$ cat config.mk
export PLATFORM = sky130hd
export DESIGN_NAME = id_stage_pipe_flat
export DESIGN_NICKNAME = d
export VERILOG_FILES = /design/src/rtl/rv_pkg.sv /design/src/rtl/id_stage_pipe_if.sv /design/src/rtl/id_regfile.sv /design/src/rtl/id_stage_pipe.sv /design/src/flat_wrapper.sv
export SDC_FILE = /design/constraint.sdc
export NUM_CORES = 2
export LEC_CHECK = 0
export CORE_MARGIN = 3
export CORE_UTILIZATION = 35
export CTS_CLUSTER_DIAMETER = 100
export DETAILED_ROUTE_END_ITERATION = 10
export GPL_ROUTABILITY_DRIVEN = 0
export PLACE_DENSITY = 0.54
export SLEW_MARGIN = 20
export SYNTH_ARGS = -nofsm -noshare
export SYNTH_HDL_FRONTEND = slang
export SYNTH_SLANG_ARGS = --single-unit
$ cat constraint.sdc
create_clock -name clk -period 3.6 [get_ports clk]
set_input_delay 0.72 -clock clk [delete_from_list [all_inputs] [get_ports clk]]
set_output_delay 0.72 -clock clk [all_outputs]
set_load 0.01 [all_outputs]
$ cat src/rtl/rv_pkg.sv
// rv_pkg: RV32IF opcode constants, immediate formats, the ID/EX control bundle and the immediate generator.
package rv_pkg;
    localparam logic [6:0] OPC_LUI    = 7'b0110111;
    localparam logic [6:0] OPC_AUIPC  = 7'b0010111;
    localparam logic [6:0] OPC_JAL    = 7'b1101111;
    localparam logic [6:0] OPC_JALR   = 7'b1100111;
    localparam logic [6:0] OPC_BRANCH = 7'b1100011;
    localparam logic [6:0] OPC_LOAD   = 7'b0000011;
    localparam logic [6:0] OPC_STORE  = 7'b0100011;
    localparam logic [6:0] OPC_OPIMM  = 7'b0010011;
    localparam logic [6:0] OPC_OP     = 7'b0110011;
    localparam logic [6:0] OPC_FLW    = 7'b0000111;
    localparam logic [6:0] OPC_FSW    = 7'b0100111;
    localparam logic [6:0] OPC_FMADD  = 7'b1000011;
    localparam logic [6:0] OPC_FMSUB  = 7'b1000111;
    localparam logic [6:0] OPC_FNMSUB = 7'b1001011;
    localparam logic [6:0] OPC_FNMADD = 7'b1001111;
    localparam logic [6:0] OPC_OPFP   = 7'b1010011;

    typedef enum logic [2:0] {IMM_R, IMM_I, IMM_S, IMM_B, IMM_U, IMM_J} imm_fmt_e;

    typedef struct packed {
        logic [6:0] opcode;
        logic [2:0] funct3;
        logic [6:0] funct7;
        logic reg_write, mem_read, mem_write, branch, jal, jalr, illegal;
    } idex_ctrl_t;

    function automatic logic [31:0] imm_gen(input logic [31:0] i, input imm_fmt_e f);
        return f == IMM_I ? {{20{i[31]}}, i[31:20]} :
               f == IMM_S ? {{20{i[31]}}, i[31:25], i[11:7]} :
               f == IMM_B ? {{19{i[31]}}, i[31], i[7], i[30:25], i[11:8], 1'b0} :
               f == IMM_U ? {i[31:12], 12'b0} :
               f == IMM_J ? {{11{i[31]}}, i[31], i[19:12], i[20], i[30:21], 1'b0} : 32'b0;
    endfunction
endpackage

$ cat src/rtl/id_stage_pipe_if.sv
// id_stage_pipe_if: IF/ID input handshake and ID/EX output bundle; slave is the decode stage.
interface id_stage_pipe_if #(parameter int XLEN = 32, parameter int RW = 5);
    logic in_valid, in_ready;
    logic [31:0] in_instr;
    logic [XLEN-1:0] in_pc;
    logic out_valid, out_ready;
    logic [XLEN-1:0] out_pc, out_link, out_rs1_data, out_rs2_data, out_imm;
    logic [RW-1:0] out_rd;
    logic [6:0] out_opcode, out_funct7;
    logic [2:0] out_funct3;
    logic out_reg_write, out_mem_read, out_mem_write, out_branch, out_jal, out_jalr, out_illegal;
`ifdef ID_FREG_EN
    logic [XLEN-1:0] out_frs1_data, out_frs2_data, out_frs3_data;
    logic out_fp;
`endif

    modport slave (
`ifdef ID_FREG_EN
        output out_frs1_data, out_frs2_data, out_frs3_data, out_fp,
`endif
        input in_valid, in_instr, in_pc, out_ready,
        output in_ready, out_valid, out_pc, out_link, out_rs1_data, out_rs2_data, out_imm, out_rd,
        output out_opcode, out_funct3, out_funct7,
        output out_reg_write, out_mem_read, out_mem_write, out_branch, out_jal, out_jalr, out_illegal
    );

    modport master (
`ifdef ID_FREG_EN
        input out_frs1_data, out_frs2_data, out_frs3_data, out_fp,
`endif
        output in_valid, in_instr, in_pc, out_ready,
        input in_ready, out_valid, out_pc, out_link, out_rs1_data, out_rs2_data, out_imm, out_rd,
        input out_opcode, out_funct3, out_funct7,
        input out_reg_write, out_mem_read, out_mem_write, out_branch, out_jal, out_jalr, out_illegal
    );
endinterface

$ cat src/rtl/id_regfile.sv
// id_regfile: NREGS x XLEN register file, NRD combinational read ports, one write port and
// optional write-through bypass; ZERO0 hardwires entry 0 to zero and drops writes to it.
module id_regfile #(
    parameter int NREGS = 32,
    parameter int XLEN = 32,
    parameter int NRD = 2,
    parameter bit FWD = 1'b1,
    parameter bit ZERO0 = 1'b1,
    localparam int RW = $clog2(NREGS)
) (
    input  logic clk,
    input  logic rst,
    input  logic we,
    input  logic [RW-1:0] wa,
    input  logic [XLEN-1:0] wd,
    input  logic [RW-1:0] ra [NRD],
    output logic [XLEN-1:0] rdata [NRD]
);
    logic [XLEN-1:0] mem [NREGS];
    logic wr;

    assign wr = we && (!ZERO0 || wa != '0);

    always_ff @(posedge clk or negedge rst)
        if (!rst) mem <= '{default: '0};
        else if (wr) mem[wa] <= wd;

    for (genvar i = 0; i < NRD; i++) begin : g_rd
        assign rdata[i] = FWD && wr && ra[i] == wa ? wd : mem[ra[i]];
    end
endmodule

$ cat src/rtl/id_stage_pipe.sv
// id_stage_pipe: RV32IF decode stage with integer register file, load-use stall and handshaked ID/EX register.
// Define ID_FREG_EN to add the FP register file and decode FLW/FSW/OP-FP/FMADD-family opcodes.
module id_stage_pipe
    import rv_pkg::*;
#(
    parameter int XLEN = 32,
    parameter int NREGS = 32,
    parameter bit FWD_WB = 1'b1,
    localparam int RW = $clog2(NREGS)
) (
    input  logic clk,
    input  logic rst,
    input  logic flush,
    input  logic wb_en,
    input  logic [RW-1:0] wb_rd,
    input  logic [XLEN-1:0] wb_data,
`ifdef ID_FREG_EN
    input  logic fwb_en,
    input  logic [4:0] fwb_rd,
    input  logic [XLEN-1:0] fwb_data,
`endif
    output logic [15:0] hazard_cnt,
    id_stage_pipe_if.slave io
);
    logic [31:0] instr;
    logic [6:0] opc;
    logic [RW-1:0] rs1, rs2, rd, rd_q;
    logic int_ok, fp_ok, use_rs2, hz, accept, v_q;
    imm_fmt_e fmt;
    idex_ctrl_t d, q;
    logic [RW-1:0] ra [2];
    logic [XLEN-1:0] rdata [2];
    logic [XLEN-1:0] pc_q, link_q, a_q, b_q, imm_q;

    assign instr = io.in_instr;
    assign opc = instr[6:0];
    assign rd = instr[7 +: RW];
    assign rs1 = instr[15 +: RW];
    assign rs2 = instr[20 +: RW];
    assign ra[0] = rs1;
    assign ra[1] = rs2;
    assign int_ok = opc inside {OPC_LUI, OPC_AUIPC, OPC_JAL, OPC_JALR, OPC_BRANCH, OPC_LOAD, OPC_STORE, OPC_OPIMM, OPC_OP};
`ifdef ID_FREG_EN
    assign fp_ok = opc inside {OPC_FLW, OPC_FSW, OPC_FMADD, OPC_FMSUB, OPC_FNMSUB, OPC_FNMADD, OPC_OPFP};
`else
    assign fp_ok = 1'b0;
`endif
    assign use_rs2 = opc inside {OPC_BRANCH, OPC_STORE, OPC_OP};
    assign fmt = opc inside {OPC_LUI, OPC_AUIPC} ? IMM_U :
                 opc == OPC_JAL ? IMM_J :
                 opc == OPC_BRANCH ? IMM_B :
                 opc inside {OPC_STORE, OPC_FSW} ? IMM_S :
                 opc inside {OPC_JALR, OPC_LOAD, OPC_OPIMM, OPC_FLW} ? IMM_I : IMM_R;

    // Control bits only fire on legal integer/FP opcodes, so illegal words decode to no side effects.
    always_comb begin
        d.opcode = opc;
        d.funct3 = instr[14:12];
        d.funct7 = instr[31:25];
        d.reg_write = opc inside {OPC_LUI, OPC_AUIPC, OPC_JAL, OPC_JALR, OPC_LOAD, OPC_OPIMM, OPC_OP} && rd != '0;
        d.mem_read = opc == OPC_LOAD || (fp_ok && opc == OPC_FLW);
        d.mem_write = opc == OPC_STORE || (fp_ok && opc == OPC_FSW);
        d.branch = opc == OPC_BRANCH;
        d.jal = opc == OPC_JAL;
        d.jalr = opc == OPC_JALR;
        d.illegal = !(int_ok || fp_ok);
    end

    id_regfile #(.NREGS(NREGS), .XLEN(XLEN), .NRD(2), .FWD(FWD_WB), .ZERO0(1'b1)) u_xrf (
        .clk, .rst, .we(wb_en), .wa(wb_rd), .wd(wb_data), .ra, .rdata
    );

    assign hz = v_q && q.mem_read && rd_q != '0 && (rd_q == rs1 || (rd_q == rs2 && use_rs2));
    assign io.in_ready = (!v_q || io.out_ready) && !hz && !flush;
    assign accept = io.in_valid && io.in_ready;

`ifdef ID_FREG_EN
    logic [4:0] fra [3];
    logic [XLEN-1:0] fdata [3];
    logic [XLEN-1:0] f1_q, f2_q, f3_q;
    logic fp_q;
    assign fra[0] = instr[19:15];
    assign fra[1] = instr[24:20];
    assign fra[2] = instr[31:27];
    id_regfile #(.NREGS(32), .XLEN(XLEN), .NRD(3), .FWD(FWD_WB), .ZERO0(1'b0)) u_frf (
        .clk, .rst, .we(fwb_en), .wa(fwb_rd), .wd(fwb_data), .ra(fra), .rdata(fdata)
    );
    always_ff @(posedge clk or negedge rst)
        if (!rst) begin
            f1_q <= '0;
            f2_q <= '0;
            f3_q <= '0;
            fp_q <= 1'b0;
        end else if (accept) begin
            f1_q <= fdata[0];
            f2_q <= fdata[1];
            f3_q <= fdata[2];
            fp_q <= fp_ok;
        end
    assign io.out_frs1_data = f1_q;
    assign io.out_frs2_data = f2_q;
    assign io.out_frs3_data = f3_q;
    assign io.out_fp = fp_q;
`endif

    // Fields only move on accept, so a stalled or drained entry keeps its last contents.
    always_ff @(posedge clk or negedge rst)
        if (!rst) begin
            v_q <= 1'b0;
            q <= '0;
            rd_q <= '0;
            pc_q <= '0;
            link_q <= '0;
            a_q <= '0;
            b_q <= '0;
            imm_q <= '0;
            hazard_cnt <= '0;
        end else begin
            v_q <= accept || (v_q && !io.out_ready && !flush);
            if (hz && hazard_cnt != 16'hFFFF) hazard_cnt <= hazard_cnt + 16'd1;
            if (accept) begin
                q <= d;
                rd_q <= rd;
                pc_q <= io.in_pc;
                link_q <= io.in_pc + XLEN'(4);
                a_q <= rdata[0];
                b_q <= rdata[1];
                imm_q <= XLEN'($signed(imm_gen(instr, fmt)));
            end
        end

    assign io.out_valid = v_q;
    assign io.out_pc = pc_q;
    assign io.out_link = link_q;
    assign io.out_rs1_data = a_q;
    assign io.out_rs2_data = b_q;
    assign io.out_imm = imm_q;
    assign io.out_rd = rd_q;
    assign io.out_opcode = q.opcode;
    assign io.out_funct3 = q.funct3;
    assign io.out_funct7 = q.funct7;
    assign io.out_reg_write = q.reg_write;
    assign io.out_mem_read = q.mem_read;
    assign io.out_mem_write = q.mem_write;
    assign io.out_branch = q.branch;
    assign io.out_jal = q.jal;
    assign io.out_jalr = q.jalr;
    assign io.out_illegal = q.illegal;
endmodule

$ cat src/flat_wrapper.sv
// flat-port wrapper written by rule: the top's interface ports become plain ports
module id_stage_pipe_flat import rv_pkg::*;
#(
    parameter int XLEN = 32,
    parameter int NREGS = 32,
    parameter bit FWD_WB = 1'b1,
    localparam int RW = $clog2(NREGS)
)
  (clk, rst, flush, wb_en, wb_rd, wb_data, hazard_cnt, io_in_valid, io_in_instr, io_in_pc, io_out_ready, io_in_ready, io_out_valid, io_out_pc, io_out_link, io_out_rs1_data, io_out_rs2_data, io_out_imm, io_out_rd, io_out_opcode, io_out_funct3, io_out_funct7, io_out_reg_write, io_out_mem_read, io_out_mem_write, io_out_branch, io_out_jal, io_out_jalr, io_out_illegal);
  id_stage_pipe_if #(.XLEN(XLEN), .RW(5)) io_i ();
  input  logic clk;
  input  logic rst;
  input  logic flush;
  input  logic wb_en;
  input  logic [RW-1:0] wb_rd;
  input  logic [XLEN-1:0] wb_data;
  output logic [15:0] hazard_cnt;
  input wire logic [$bits(io_i.in_valid)-1:0] io_in_valid;
  input wire logic [$bits(io_i.in_instr)-1:0] io_in_instr;
  input wire logic [$bits(io_i.in_pc)-1:0] io_in_pc;
  input wire logic [$bits(io_i.out_ready)-1:0] io_out_ready;
  output wire logic [$bits(io_i.in_ready)-1:0] io_in_ready;
  output wire logic [$bits(io_i.out_valid)-1:0] io_out_valid;
  output wire logic [$bits(io_i.out_pc)-1:0] io_out_pc;
  output wire logic [$bits(io_i.out_link)-1:0] io_out_link;
  output wire logic [$bits(io_i.out_rs1_data)-1:0] io_out_rs1_data;
  output wire logic [$bits(io_i.out_rs2_data)-1:0] io_out_rs2_data;
  output wire logic [$bits(io_i.out_imm)-1:0] io_out_imm;
  output wire logic [$bits(io_i.out_rd)-1:0] io_out_rd;
  output wire logic [$bits(io_i.out_opcode)-1:0] io_out_opcode;
  output wire logic [$bits(io_i.out_funct3)-1:0] io_out_funct3;
  output wire logic [$bits(io_i.out_funct7)-1:0] io_out_funct7;
  output wire logic [$bits(io_i.out_reg_write)-1:0] io_out_reg_write;
  output wire logic [$bits(io_i.out_mem_read)-1:0] io_out_mem_read;
  output wire logic [$bits(io_i.out_mem_write)-1:0] io_out_mem_write;
  output wire logic [$bits(io_i.out_branch)-1:0] io_out_branch;
  output wire logic [$bits(io_i.out_jal)-1:0] io_out_jal;
  output wire logic [$bits(io_i.out_jalr)-1:0] io_out_jalr;
  output wire logic [$bits(io_i.out_illegal)-1:0] io_out_illegal;
  assign io_i.in_valid = io_in_valid;
  assign io_i.in_instr = io_in_instr;
  assign io_i.in_pc = io_in_pc;
  assign io_i.out_ready = io_out_ready;
  assign io_in_ready = io_i.in_ready;
  assign io_out_valid = io_i.out_valid;
  assign io_out_pc = io_i.out_pc;
  assign io_out_link = io_i.out_link;
  assign io_out_rs1_data = io_i.out_rs1_data;
  assign io_out_rs2_data = io_i.out_rs2_data;
  assign io_out_imm = io_i.out_imm;
  assign io_out_rd = io_i.out_rd;
  assign io_out_opcode = io_i.out_opcode;
  assign io_out_funct3 = io_i.out_funct3;
  assign io_out_funct7 = io_i.out_funct7;
  assign io_out_reg_write = io_i.out_reg_write;
  assign io_out_mem_read = io_i.out_mem_read;
  assign io_out_mem_write = io_i.out_mem_write;
  assign io_out_branch = io_i.out_branch;
  assign io_out_jal = io_i.out_jal;
  assign io_out_jalr = io_i.out_jalr;
  assign io_out_illegal = io_i.out_illegal;
  id_stage_pipe #(.XLEN(XLEN), .NREGS(NREGS), .FWD_WB(FWD_WB)) u_core (.clk(clk), .rst(rst), .flush(flush), .wb_en(wb_en), .wb_rd(wb_rd), .wb_data(wb_data), .hazard_cnt(hazard_cnt), .io(io_i));
endmodule
==> key figures <==
Finish
  – Flip-flop and latch area: 0.03073 mm²
  – Footprint of the multi-input gates: approximately 0.031 mm²
  – Filler cell count: roughly 17k
  – Nets: around 4.8k
  – Layout cells sized above 1: 41.88%
  – Area Growth Syn to Fin: 18.31%

Min path
  – Hold Path End: u_core.io.out_imm[21]
  – Worst Hold Launch: io_in_instr[21]
  – Worst hold-check path type: input port to flip-flop
  – Hold Crit Depth: 3

Die
  – Rows: approximately 160
  – Area of the core: between 0.15 and 0.2 mm²
  – Initial Util: 35.33%
  – Die H: ~430 µm
  – Die W: between 400 and 500 µm
  – I/O pin total: about 310
  – Die area: 0.1858 mm²

Detailed routing
  – Initial DRC count: around 3.2k
  – Routed via count: just over 40k
  – Final wirelength: 205.3 mm
  – Vias per Instance: 5.755
  – Antenna Nets Post-Route: 0
  – Wire per inst: about 29 µm
  – First drt pass iteration count: 7
  – Residual DRC count: 0

Global routing
  – Initial antenna violation count: 15
  – Gr ovfl total: 0
  – Gr usage total: 22.00%
  – First-pass GRT wire length: between 300 and 400 mm
  – Largest net degree at the start of global routing: roughly 130
  – Vias in the first global route: approximately 43k

Setup path
  – Critical Path Max Stage Delay: about 0.55 ns
  – Arrival @ worst endpoint: 2.74 ns
  – Worst Path Max Fanout: 5
  – WP data required: 2.88 ns
  – Worst setup SP type: flip-flop
  – CP max-delay cell: clkdlybuf4s50_1
  – FF-to-FF End: u_core.io.out_rs2_data[14]
  – Crit path buf inv count: 1
  – Crit-path cells: or3_1 -> o311a_1 -> a21oi_2 -> clkdlybuf4s50_1
  – Worst reg-to-reg path cell count: 8
  – CP Class: flip-flop to output pin
  – Reg-to-Reg Start: u_core.io.out_rd[1]
  – Flop2flop setup slack: between 1 and 1.5 ns
  – Crit path capture type: output pin
  – Critical path's top delay family: compound AO/OA/AOI/OAI gates

Timing
  – Final number of max-transition violations: 0
  – Fin. Hold Viols: 0
  – Worst Tran Pin Value: between 0.9 and 1 ns
  – Fmax: 289.0 MHz
  – Unrepaired setup endpoints after global routing: no
  – Setup_tns: 0 ns
  – Max Clock Skew: ~0.034 ns
  – Final setup viols: 0
  – Slew margin rel.: approximately 38%
  – Hold_ws: around 0.35 ns
  – Tcrit/Tclk final: a little over nine tenths
  – Tmin final: approximately 3.5 ns

Clocking
  – Clk sinks: 1228
  – Cts bufs inserted: about 150
  – CTS root buffer: clkbuf_16
  – Worst-Skew Late Latency: ~0.8 ns
  – H-tree levels: 4
  – Clock slew at reported path FFs: around 0.06 ns
  – Clk buf depth: 3
  – CTS tree: yes

Synthesis
  – Post-Synthesis Cell Area: 0.06324 mm²
  – FF+latch count, synth: ~1.2k
  – Post-synth EDFFs: 0
  – Yosys warning total: 0
  – Yosys cell types: 56
  – Ys flop type: dfrtp_1
  – Async S/R FF share, synth: 100.0%
  – Sequential area share after synthesis: ~50%
  – Syn avg cell area: 14.02 µm²
  – Post-synthesis cell count: about 4.5k
  – Syn Nets: 4619

Power
  – Pwr per Cell Area: between 500 and 600 mW/mm²
  – Total power draw: 41.38 mW
  – Maximum VDD drop: roughly 460 µV
  – P_leak: about 32 nW

Run status
  – Status: finished clean

Job
  – Max Cap Viol: 0

Place
  – Post-DP HPWL: between 100 and 150 mm
  – IO Port Bufs: between 300 and 400
-- per-stage QoR --
step,setup slack (ns),cell area [µm²],utilization [%],instances
global route,0.01581,74820,41.80,7191
floorplan,1.165,63240,-,4510
global placement,0.3247,70040,39.13,6928
finish,0.1396,74820,41.80,7192
CTS,0.02304,74850,41.82,7188
detailed placement,0.3055,70010,39.11,6928
-- sequential cells by signal, summed over array words and instances, names as in the netlist, 3 cells and up --
register / cells
u_core.hazard_cnt: 16
u_core.io.out_funct3: 3
u_core.io.out_funct7: 7
u_core.io.out_imm: 32
u_core.io.out_link: 32
u_core.io.out_opcode: 7
u_core.io.out_pc: 30
u_core.io.out_rd: 5
u_core.io.out_rs1_data: 32
u_core.io.out_rs2_data: 32
u_core.u_xrf.mem: 1024
-- power breakdown --
part | internal [mW] | leakage, nW | switching [mW]
sequential | 16.3 | 15.6 | 1.82
combinational | 4.93 | 13.9 | 3.37
clock | 8.79 | 2.39 | 6.12
total | 30.1 | 31.8 | 11.3
-- kinds of logic after synthesis --
logic type	after synthesis	synth area share, %
compound gates	438	4.659
xor+xnor	63	0.8725
fa+ha+maj	2	0.03956
buf+inv	491	3.482
flops	1228	48.59
mux	1762	38.59
simple gates	526	3.763
-- Yosys cell counts, types with 38 or more instances --
library cell / number / area (µm²)
a211oi_1: 65 / 488.0
a21oi_1: 56 / 280.3
a22oi_1: 134 / 1006
a31oi_1: 73 / 456.7
buf_1: 61 / 229.0
buf_2: 128 / 640.6
buf_4: 51 / 382.9
clkbuf_1: 236 / 885.9
dfrtp_1: 1228 / 30730
mux2_2: 1049 / 11810
mux2i_1: 276 / 2763
mux4_2: 436 / 9819
nand2_1: 181 / 679.4
nand3_1: 97 / 485.5
nor2_1: 150 / 563.0
o22ai_1: 63 / 394.1
xor2_1: 38 / 332.8
-- layout make-up --
cell class / instances / area share [%]
Multi-Input combinational cell: 2791 / 40.82
Timing Repair Buffer: 541 / 7.629
Inverter: 14 / 0.07023
Sequential cell: 1228 / 41.07
Clock buffer: 210 / 5.776
Tap cell: 2355 / 3.938
Antenna cell: 4 / 0.01338
Clock inverter: 49 / 0.6806
-- metal layers --
layer,vias to the layer above,share of wire [%],track usage [%],wire (µm)
li1,17530,-,-,-
met1,22200,43,29.51,87650
met2,1296,48,36.04,98580
met4,2,3.8,8.049,7710
met3,358,5.5,3.551,11320
met5,-,0.0034,0,7
-- repair_timing --
item | CTS | global route
hold endpoints to repair | 27 | 0
gates resized for setup | 1 | 1
hold buffers | 1 | 0
endpoints found under the setup margin | 1 | 1
buffers inserted | 0 | 0
gates cloned | 0 | 0
-- worst min-delay path: cells and delay by family --
kind            cells  cell delay [ns]
simple gates        1             0.09
buf+inv             1             0.19
compound gates      1             0.08
-- layout by cell type, fill, tap and decap left out, types with 25 or more instances in the layout --
cell type	netlist	routed
buf_4	51	154
dfrtp_1	1228	1227
clkdlybuf4s50_1	0	289
o22ai_1	63	63
buf_12	0	74
nor2_1	150	134
nand2_1	181	166
clkbuf_16	0	152
xnor2_1	25	25
mux2_2	1049	1049
a211oi_1	65	65
clkbuf_1	236	28
a31oi_1	73	73
mux4_2	436	436
mux2i_1	276	276
a22oi_1	134	134
xor2_1	38	38
a21oi_1	56	54
clkbuf_8	0	30
nand3_1	97	95
clkinv_2	0	28
-- how the worst max path moves through the flow --
stage | cells past startpoint | to | from | slack (ns)
global route | 4 | io_in_ready | u_core.io.out_rd[1] | 0.02
detailed placement | 9 | u_core.io.out_rs2_data[8] | wb_rd[1] | 0.31
global placement | 8 | u_core.io.out_rs1_data[7] | wb_rd[1] | 0.32
CTS | 4 | io_in_ready | u_core.io.out_rd[1] | 0.02
finish | 4 | io_in_ready | u_core.io.out_rd[1] | 0.14
floorplan | 8 | u_core.io.out_rs1_data[0] | io_in_instr[15] | 1.16
Power figures use the tool's default switching activity.
